$ cat src/rtl/jogo_pkg.sv
// rtl/jogo_pkg.sv - shared state codes and default round length for the game controller
//
// Purpose : state encoding (also shown on db_estado) and the default number
//           of memory positions checked per round.
// Ports   : none (package).
package jogo_pkg;

  localparam int n_posicoes_padrao = 16;

  typedef enum logic [3:0] {
    est_inicial       = 4'h0,
    est_preparacao    = 4'h1,
    est_espera_jogada = 4'h2,
    est_registra      = 4'h4,
    est_comparacao    = 4'h5,
    est_proximo       = 4'h6,
    est_fim_acerto    = 4'hA,
    est_fim_erro      = 4'hE
  } estado_t;

endpackage

$ cat src/rtl/unidade_controle_jogo_if.sv
// rtl/unidade_controle_jogo_if.sv - player/memory/status bundle of the game controller
//
// Purpose : groups the round control, play, memory and status signals.
// Ports   : master drives iniciar, jogada, chaves, dado_memoria and observes
//           endereco, pronto, acertou, errou, db_estado; slave is the controller.
interface unidade_controle_jogo_if;
  import jogo_pkg::*;

  logic       iniciar;
  logic       jogada;
  logic [3:0] chaves;
  logic [3:0] dado_memoria;
  logic [3:0] endereco;
  logic       pronto;
  logic       acertou;
  logic       errou;
  logic [3:0] db_estado;

  modport master (
    output iniciar, jogada, chaves, dado_memoria,
    input  endereco, pronto, acertou, errou, db_estado
  );

  modport slave (
    input  iniciar, jogada, chaves, dado_memoria,
    output endereco, pronto, acertou, errou, db_estado
  );

endinterface

$ cat src/rtl/detector_borda.sv
// rtl/detector_borda.sv - rising-edge detector for the play strobe
//
// Purpose : one-cycle pulse when entrada is sampled high after a low sample.
// Ports   : clock, reset (async, active-high), entrada (level), pulso (edge pulse).
module detector_borda (
  input  logic clock,
  input  logic reset,
  input  logic entrada,
  output logic pulso
);

  logic anterior;

  // History is updated every cycle regardless of the consumer, so an edge
  // that is not consumed immediately is lost rather than queued.
  always_ff @(posedge clock or posedge reset) begin
    if (reset) anterior <= 1'b0;
    else       anterior <= entrada;
  end

  // Combinational pulse: the FSM reacts at the same edge that first samples
  // jogada high, which keeps the play-to-result latency at three edges.
  assign pulso = entrada & ~anterior;

endmodule

$ cat src/rtl/unidade_controle_jogo.sv
// rtl/unidade_controle_jogo.sv - round controller comparing plays against memory contents
//
// Purpose : walks endereco through N_POSICOES memory positions, latches one
//           play per position and compares it with dado_memoria.
// Ports   : clock, reset (async, active-high); jogo (slave modport):
//           iniciar, jogada, chaves, dado_memoria in; endereco, pronto,
//           acertou, errou, db_estado out.
module unidade_controle_jogo
  import jogo_pkg::*;
#(
  parameter int N_POSICOES = n_posicoes_padrao
) (
  input  logic                    clock,
  input  logic                    reset,
  unidade_controle_jogo_if.slave  jogo
);

  localparam logic [3:0] ultimo = 4'(N_POSICOES - 1);

  estado_t    estado;
  estado_t    estado_seg;
  logic [3:0] endereco_q;
  logic [3:0] jogada_q;
  logic       borda;
  logic       pronto_q;
  logic       acertou_q;
  logic       errou_q;

  detector_borda u_borda (
    .clock   (clock),
    .reset   (reset),
    .entrada (jogo.jogada),
    .pulso   (borda)
  );

  always_comb begin
    estado_seg = estado;
    case (estado)
      est_inicial:       if (jogo.iniciar) estado_seg = est_preparacao;
      est_preparacao:    estado_seg = est_espera_jogada;
      est_espera_jogada: if (borda) estado_seg = est_registra;
      est_registra:      estado_seg = est_comparacao;
      est_comparacao: begin
        if (jogada_q != jogo.dado_memoria) estado_seg = est_fim_erro;
        else if (endereco_q == ultimo)     estado_seg = est_fim_acerto;
        else                               estado_seg = est_proximo;
      end
      est_proximo:       estado_seg = est_espera_jogada;
      est_fim_acerto,
      est_fim_erro:      if (jogo.iniciar) estado_seg = est_preparacao;
      default:           estado_seg = est_inicial;
    endcase
  end

  // Flags are decoded from the next state so they change together with
  // db_estado while still coming straight out of flops.
  always_ff @(posedge clock or posedge reset) begin
    if (reset) begin
      estado     <= est_inicial;
      endereco_q <= 4'h0;
      jogada_q   <= 4'h0;
      pronto_q   <= 1'b0;
      acertou_q  <= 1'b0;
      errou_q    <= 1'b0;
    end else begin
      estado <= estado_seg;
      case (estado)
        est_preparacao: begin
          endereco_q <= 4'h0;
          jogada_q   <= 4'h0;
        end
        est_registra: jogada_q <= jogo.chaves;
        // proximo is only entered below ultimo; the guard keeps the counter
        // from wrapping even so.
        est_proximo:  if (endereco_q != ultimo) endereco_q <= endereco_q + 4'h1;
        default: ;
      endcase
      pronto_q  <= (estado_seg == est_fim_acerto) || (estado_seg == est_fim_erro);
      acertou_q <= (estado_seg == est_fim_acerto);
      errou_q   <= (estado_seg == est_fim_erro);
    end
  end

  assign jogo.endereco  = endereco_q;
  assign jogo.db_estado = estado;
  assign jogo.pronto    = pronto_q;
  assign jogo.acertou   = acertou_q;
  assign jogo.errou     = errou_q;

endmodule

$ cat src/flat_wrapper.sv
// flat-port wrapper written by rule: the top's interface ports become plain ports
module unidade_controle_jogo_flat import jogo_pkg::*;
#(
  parameter int N_POSICOES = n_posicoes_padrao
)
  (clock, reset, jogo_iniciar, jogo_jogada, jogo_chaves, jogo_dado_memoria, jogo_endereco, jogo_pronto, jogo_acertou, jogo_errou, jogo_db_estado);
  unidade_controle_jogo_if jogo_i ();
  input  logic clock;
  input  logic reset;
  input wire logic [$bits(jogo_i.iniciar)-1:0] jogo_iniciar;
  input wire logic [$bits(jogo_i.jogada)-1:0] jogo_jogada;
  input wire logic [$bits(jogo_i.chaves)-1:0] jogo_chaves;
  input wire logic [$bits(jogo_i.dado_memoria)-1:0] jogo_dado_memoria;
  output wire logic [$bits(jogo_i.endereco)-1:0] jogo_endereco;
  output wire logic [$bits(jogo_i.pronto)-1:0] jogo_pronto;
  output wire logic [$bits(jogo_i.acertou)-1:0] jogo_acertou;
  output wire logic [$bits(jogo_i.errou)-1:0] jogo_errou;
  output wire logic [$bits(jogo_i.db_estado)-1:0] jogo_db_estado;
  assign jogo_i.iniciar = jogo_iniciar;
  assign jogo_i.jogada = jogo_jogada;
  assign jogo_i.chaves = jogo_chaves;
  assign jogo_i.dado_memoria = jogo_dado_memoria;
  assign jogo_endereco = jogo_i.endereco;
  assign jogo_pronto = jogo_i.pronto;
  assign jogo_acertou = jogo_i.acertou;
  assign jogo_errou = jogo_i.errou;
  assign jogo_db_estado = jogo_i.db_estado;
  unidade_controle_jogo #(.N_POSICOES(N_POSICOES)) u_core (.clock(clock), .reset(reset), .jogo(jogo_i));
endmodule
$ cat config.mk
export PLATFORM = sky130hd
export DESIGN_NAME = unidade_controle_jogo_flat
export DESIGN_NICKNAME = d
export VERILOG_FILES = /design/src/rtl/jogo_pkg.sv /design/src/rtl/unidade_controle_jogo_if.sv /design/src/rtl/detector_borda.sv /design/src/rtl/unidade_controle_jogo.sv /design/src/flat_wrapper.sv
export SDC_FILE = /design/constraint.sdc
export NUM_CORES = 1
export LEC_CHECK = 0
export CAP_MARGIN = 10
export CORE_MARGIN = 2
export CORE_UTILIZATION = 46
export CTS_CLUSTER_SIZE = 25
export DETAILED_ROUTE_END_ITERATION = 10
export GPL_ROUTABILITY_DRIVEN = 0
export MAX_ROUTING_LAYER = met4
export PLACE_DENSITY = 0.79
export SLEW_MARGIN = 20
export SYNTH_ARGS = -nofsm -noshare
export SYNTH_HDL_FRONTEND = slang
export SYNTH_SLANG_ARGS = --single-unit
$ cat constraint.sdc
create_clock -name clock -period 2.2 [get_ports clock]
set_clock_uncertainty 0.15 [all_clocks]
set_input_delay 0.22 -clock clock [delete_from_list [all_inputs] [get_ports clock]]
set_output_delay 0.22 -clock clock [all_outputs]
set_load 0.01 [all_outputs]
# ---- Word-level counts from Yosys, hierarchy flattened
# Index checks and enable logic that the tools add are counted.
dict set report totals {
  regBits 16
  inputBits 12
  output_inout_bits 11
  word_cells 38
}
dict set report classes {
  n_addsub 1
  eq_ne 13
  muxes 8
  bitwise_logic 2
  reduce_logical 7
}
# cell count
set ops {}
lappend ops {{4-bit equality test (second input constant)} 5}
lappend ops {{4-bit 2-to-1 mux} 5}
lappend ops {{4-bit case mux with 5 select lines} 1}
lappend ops {{4-bit case mux with 2 select lines} 2}
lappend ops {{4-bit by 3-bit equality test with 1-bit output (second input constant)} 3}
lappend ops {{4-bit by 1-bit adder with 4-bit output (second input constant)} 1}
lappend ops {{4-bit by 1-bit equality test with 1-bit output (second input constant)} 1}
lappend ops {{4-bit by 2-bit equality test with 1-bit output (second input constant)} 1}
lappend ops {{4-bit logical NOT} 1}
lappend ops {{4-bit != test} 1}
lappend ops {{4-bit != test (second input constant)} 1}
lappend ops {{2-bit nonzero test} 2}
lappend ops {{3-bit OR reduction} 1}
lappend ops {{2-bit by 1-bit != test with 1-bit output (second input constant)} 1}
lappend ops {{2-bit AND reduction} 1}
lappend ops {{2-bit OR reduction} 1}
lappend ops {{1-bit bitwise AND} 1}
lappend ops {{1-bit logical OR} 1}
lappend ops {{1-bit NOT} 1}

# ---- Longest topological paths before layout
# Gate-level depths: netlist of the first run.
dict set report depth {
  depth_word 6
  mapped_depth 5
  mapped_depth_nobuf 5
}

# ---- By module
# From an unflattened synthesis of the first run, not the netlist that was laid out.
dict set report unflattened {
  cells_unflattened 80
  area_unflattened_um2 850.8
}
# mod instances cells_per_inst area_each_um2 seq_area_each_um2
set by_module_without_submodules {}
lappend by_module_without_submodules {unidade_controle_jogo 1 77 808.3 375.4}
lappend by_module_without_submodules {detector_borda 1 3 42.5 25.0}

# ---- Worst setup path after synthesis of the first run
# OpenSTA, ideal clock, no wires.
dict set report synth_timing {
  path_type {reg2reg}
  startpoint {register u_core.estado[1] (netlist: u_core.jogo.db_estado[1])}
  endpoint {register u_core.errou_q (netlist: u_core.jogo.errou)}
  setup_ns 0.119
  t_arrival_ns 1.377
  t_required_ns 1.931
  path_slack_ns 0.554
  stages_incl_launch_ff 6
  n_path_buf 1
  period_less_slack_ns 1.646
  cell_sequence {dfrtp_1 -> buf_6 -> and4bb_1 -> a22o_1 -> a211o_1 -> and2_1}
}
dict set report synth_between {
  elab_chain_cells 4
  elab_cells_between_ends 14
  classes_between {8 x eq/ne; 3 x mux; 3 x reduce/logical}
}
# item line
set synth_lines {}
lappend synth_lines {{start: declaration} unidade_controle_jogo.sv:20} ;# estado_t estado;
lappend synth_lines {{start signal: assignment} unidade_controle_jogo.sv:59} ;# estado <= est_inicial;
lappend synth_lines {{start signal: assignment} unidade_controle_jogo.sv:66} ;# estado <= estado_seg;
lappend synth_lines {{4-bit equality test (tied with other cells)} unidade_controle_jogo.sv:38} ;# case (estado)
lappend synth_lines {{3-bit OR reduction (no source line) or 2-bit OR reduction (tied branches)} --}
lappend synth_lines {{4-bit case mux with 5 select lines *} unidade_controle_jogo.sv:38}
lappend synth_lines {{via u_core.estado_seg[2]} unidade_controle_jogo.sv:21} ;# estado_t estado_seg;
lappend synth_lines {{4-bit equality test *} unidade_controle_jogo.sv:80} ;# errou_q <= (estado_seg == est_fim_erro);
lappend synth_lines {{end signal: assignment} unidade_controle_jogo.sv:80}
lappend synth_lines {{end: declaration} unidade_controle_jogo.sv:27} ;# logic errou_q;
# The timed path passes the listed nets; every way through them passes the cells marked *.
# A chain may end at the register's enable or synchronous reset.

# ---- Worst setup path in the final report of the first run
dict set report layout_timing {
  startpoint {register u_core.estado[2] (netlist: u_core.jogo.db_estado[2])}
  endpoint {output jogo_db_estado[2]}
}
# item line
set layout_rtl {}
lappend layout_rtl {{end: declaration} flat_wrapper.sv:18} ;# output wire logic [$bits(jogo_i.db_estado)-1:0] jogo_db_estado;
# No word-level cell between the ends.

==> results of run 1 <==
cells by family after synthesis:
logic type	synth area share, %
AOI/OAI and AO/OA	18.2
and+or+nand+nor	23.4
xor gates and xnor gates	5.12
adders and majority gates	1.46
buffers and inverters	4.98
DFF	46.9
sequential cells by signal, summed over array words and instances (netlist names):
signal                   count
u_core.jogada_q              4
u_core.jogo.db_estado        4
u_core.jogo.acertou          1
u_core.jogo.errou            1
u_core.jogo.endereco         4
u_core.jogo.pronto           1
u_core.u_borda.anterior      1
worst min-delay path by stage:
stage	end	slack [ns]
2_1_floorplan	u_core.jogada_q[0]	-0.02
3_3_place_gp	u_core.jogo.endereco[0]	0.37
3_5_place_dp	u_core.jogo.endereco[0]	0.38
4_1_cts	u_core.jogo.endereco[1]	0.18
5_1_grt	u_core.jogada_q[1]	0.21
6_report	u_core.jogo.db_estado[3]	0.15
layout make-up:
cell class	count	area (um^2)	share of cell area, %
inverter	1	3.75	0.340
tap	25	31.3	2.83
multi-input combinational	55	412	37.3
sequential	16	400	36.3
clock buffer	4	36.3	3.29
timing repair buffer	22	220	20.0
power by group:
group          switching, mW  internal [mW]  total, mW  leakage [nW]
logic                  0.186          0.270      0.456         0.236
clock network         0.0873          0.100      0.188        0.0210
registers              0.137          0.374      0.511         0.214
per-stage QoR:
step | util, % | hold slack [ns] | power, mW
floorplan | - | -0.0163 | 0.822
global placement | 61.1 | 0.369 | 0.956
detailed placement | 61.1 | 0.385 | 0.973
CTS | 63.2 | 0.177 | 1.16
global route | 63.2 | 0.212 | 1.24
finish | 63.2 | 0.151 | 1.15
cell usage in the layout, fill, tap and decap left out, types with 2 or more instances in the layout:
| cell | instances |
|---|---|
| nand2_1 | 2 |
| nor2_1 | 2 |
| a21oi_1 | 2 |
| xnor2_1 | 4 |
| o21ai_0 | 4 |
| nor3_1 | 2 |
| nand4bb_1 | 2 |
| nand2b_1 | 3 |
| or3_1 | 2 |
| and4bb_1 | 2 |
| nand3_1 | 6 |
| clkbuf_4 | 3 |
| a22o_1 | 9 |
| dfrtp_1 | 16 |
| o22a_1 | 2 |
| clkdlybuf4s50_1 | 22 |
routing by layer:
metal	global-route usage, %	part of all wire, %	wire, um
met5	-	0	0
met4	5.56	0.75	13
met3	3.46	3.6	62
met2	29.9	50	865
met1	25.7	45	782
==> flow_summary.ini, run 1 <==
[status]
status = finished, final reports clean

[route]
drc = 0
routed_wl_um = 1720
routed_via_density = 5.67
num_vias = 698
first_pass_iters = 4
wl_per_cell_um = 14.0
drt_iter0_drc = 6
ant_nets = 0

[final_layout]
nets = 112
syn_to_final_growth_pct = 29.1
final_cells = 123
antennaDiodeCount = 0
postLayoutCellArea_um2 = 1100
fillCellCount = 145
layout-drive-gt1-share_pct = 7.14

[die]
die_y_um = 47.1
core_area_um2 = 1750
placementRows = 15
start_util_pct = 49.0
die_area_um2 = 2220
ios = 23
die_x_um = 47.1

[placed_design]
dpl_cell_area_um2 = 1070
post-place-ws_ns = 0.319
io_buffer_count = 22
dp.cells = 119
dpl.hpwl_um = 1280

[synthesis]
synth_most_common_cell = dfrtp_1
syn-cell-area_um2 = 855
ys_top_cells_by_area = dfrtp_1 47%, a22o_1 9.2%, xnor2_1 4.1%
post_synth_num_cell_types = 30
synth_top_area_share_pct = 46.9
synth_edf_count = 0
ys.flop_type = dfrtp_1
synthTopCellsByCount = 16 x dfrtp_1, 9 x a22o_1, 6 x nand3_1, 4 x o21ai_0, 4 x xnor2_1
synth.largest_area_cell = dfrtp_1
seq_area_frac_synth_pct = 46.9
ys_ff_latch = 16
syn_nets = 89
synth.yosys.warnings = 0
synthCells = 76
syn_area_per_cell_um2 = 11.2
postSynth.asyncResetShare_pct = 100

[clock_tree]
post-cts-setup-buffer-count = 0
ctsLongestPathBuffers = 2
clk_latency_ns = 0.27
h-tree-depth = 1
numCtsBuffers = 3
cts_root_buf = clkbuf_4
tritoncts = done
ctsResizeCount = 0
cts.clk_slew.worst_paths_ns = 0.09
cts_num_sinks = 16
cts-hold-fix-buffers = 0

[critical_path]
path_class = flop to output pin
worst_setup_path_end_kind = output pin
crit_end = jogo_db_estado[2]
cp.arrival_ns = 1.53
critPathLaunchType = flop
critPathTopFamily = flip-flops
reg2reg_slack_ns = 0.45
worstReg2RegEnd = u_core.jogo.errou
startpoint = u_core.jogo.db_estado[2]
worstRegToRegCells = 4
critPathRequiredTime_ns = 1.83
path_max_fanout = 15
slowest_delay_ns = 0.63
path_depth = 1
cp_num_buf_inv = 1
r2r_start = u_core.jogo.db_estado[0]
worstPathCellList = clkdlybuf4s50_1
slowest_stage = dfrtp_1

[timing]
min_period_ns = 1.90
fmax_ghz = 0.526
fin_tns_setup_ns = 0
drv_slew = 0
worst_pin_slew_ns = 0.587
period_share_pct = 86.5
hold_viol_final = 0
setup_viol = 0
rsz0062_at_grt = false
slew_headroom_pct = 60.8
layout_setup_ws_ns = 0.298

[pwr]
leakage_nw = 0.471
powerDensity_nw_per_um2 = 1050
vdd_drop_max_uv = 655

[global_route]
antenna_found_initial = 0
grt_overflow = 0
grt_max_degree = 17
grt_pass1_wl_um = 2890
grt_usage_pct = 19.2
grt_pass1_vias = 634

[run]
cap_viol_max_count = 0

[min_path]
hp-class = primary input to asynchronous set/reset pin
Note: power is estimated with default switching activity, not from simulation.
==> run 2: changes to the inputs <==
--- a/config.mk
+++ b/config.mk
@@ -13,6 +13,7 @@
 export GPL_ROUTABILITY_DRIVEN = 0
 export MAX_ROUTING_LAYER = met4
 export PLACE_DENSITY = 0.79
+export SETUP_SLACK_MARGIN = 0.1
 export SLEW_MARGIN = 20
 export SYNTH_ARGS = -nofsm -noshare
 export SYNTH_HDL_FRONTEND = slang
==> results of run 2 <==
The final DEF is identical to that of run 1; final timing and power are the same.
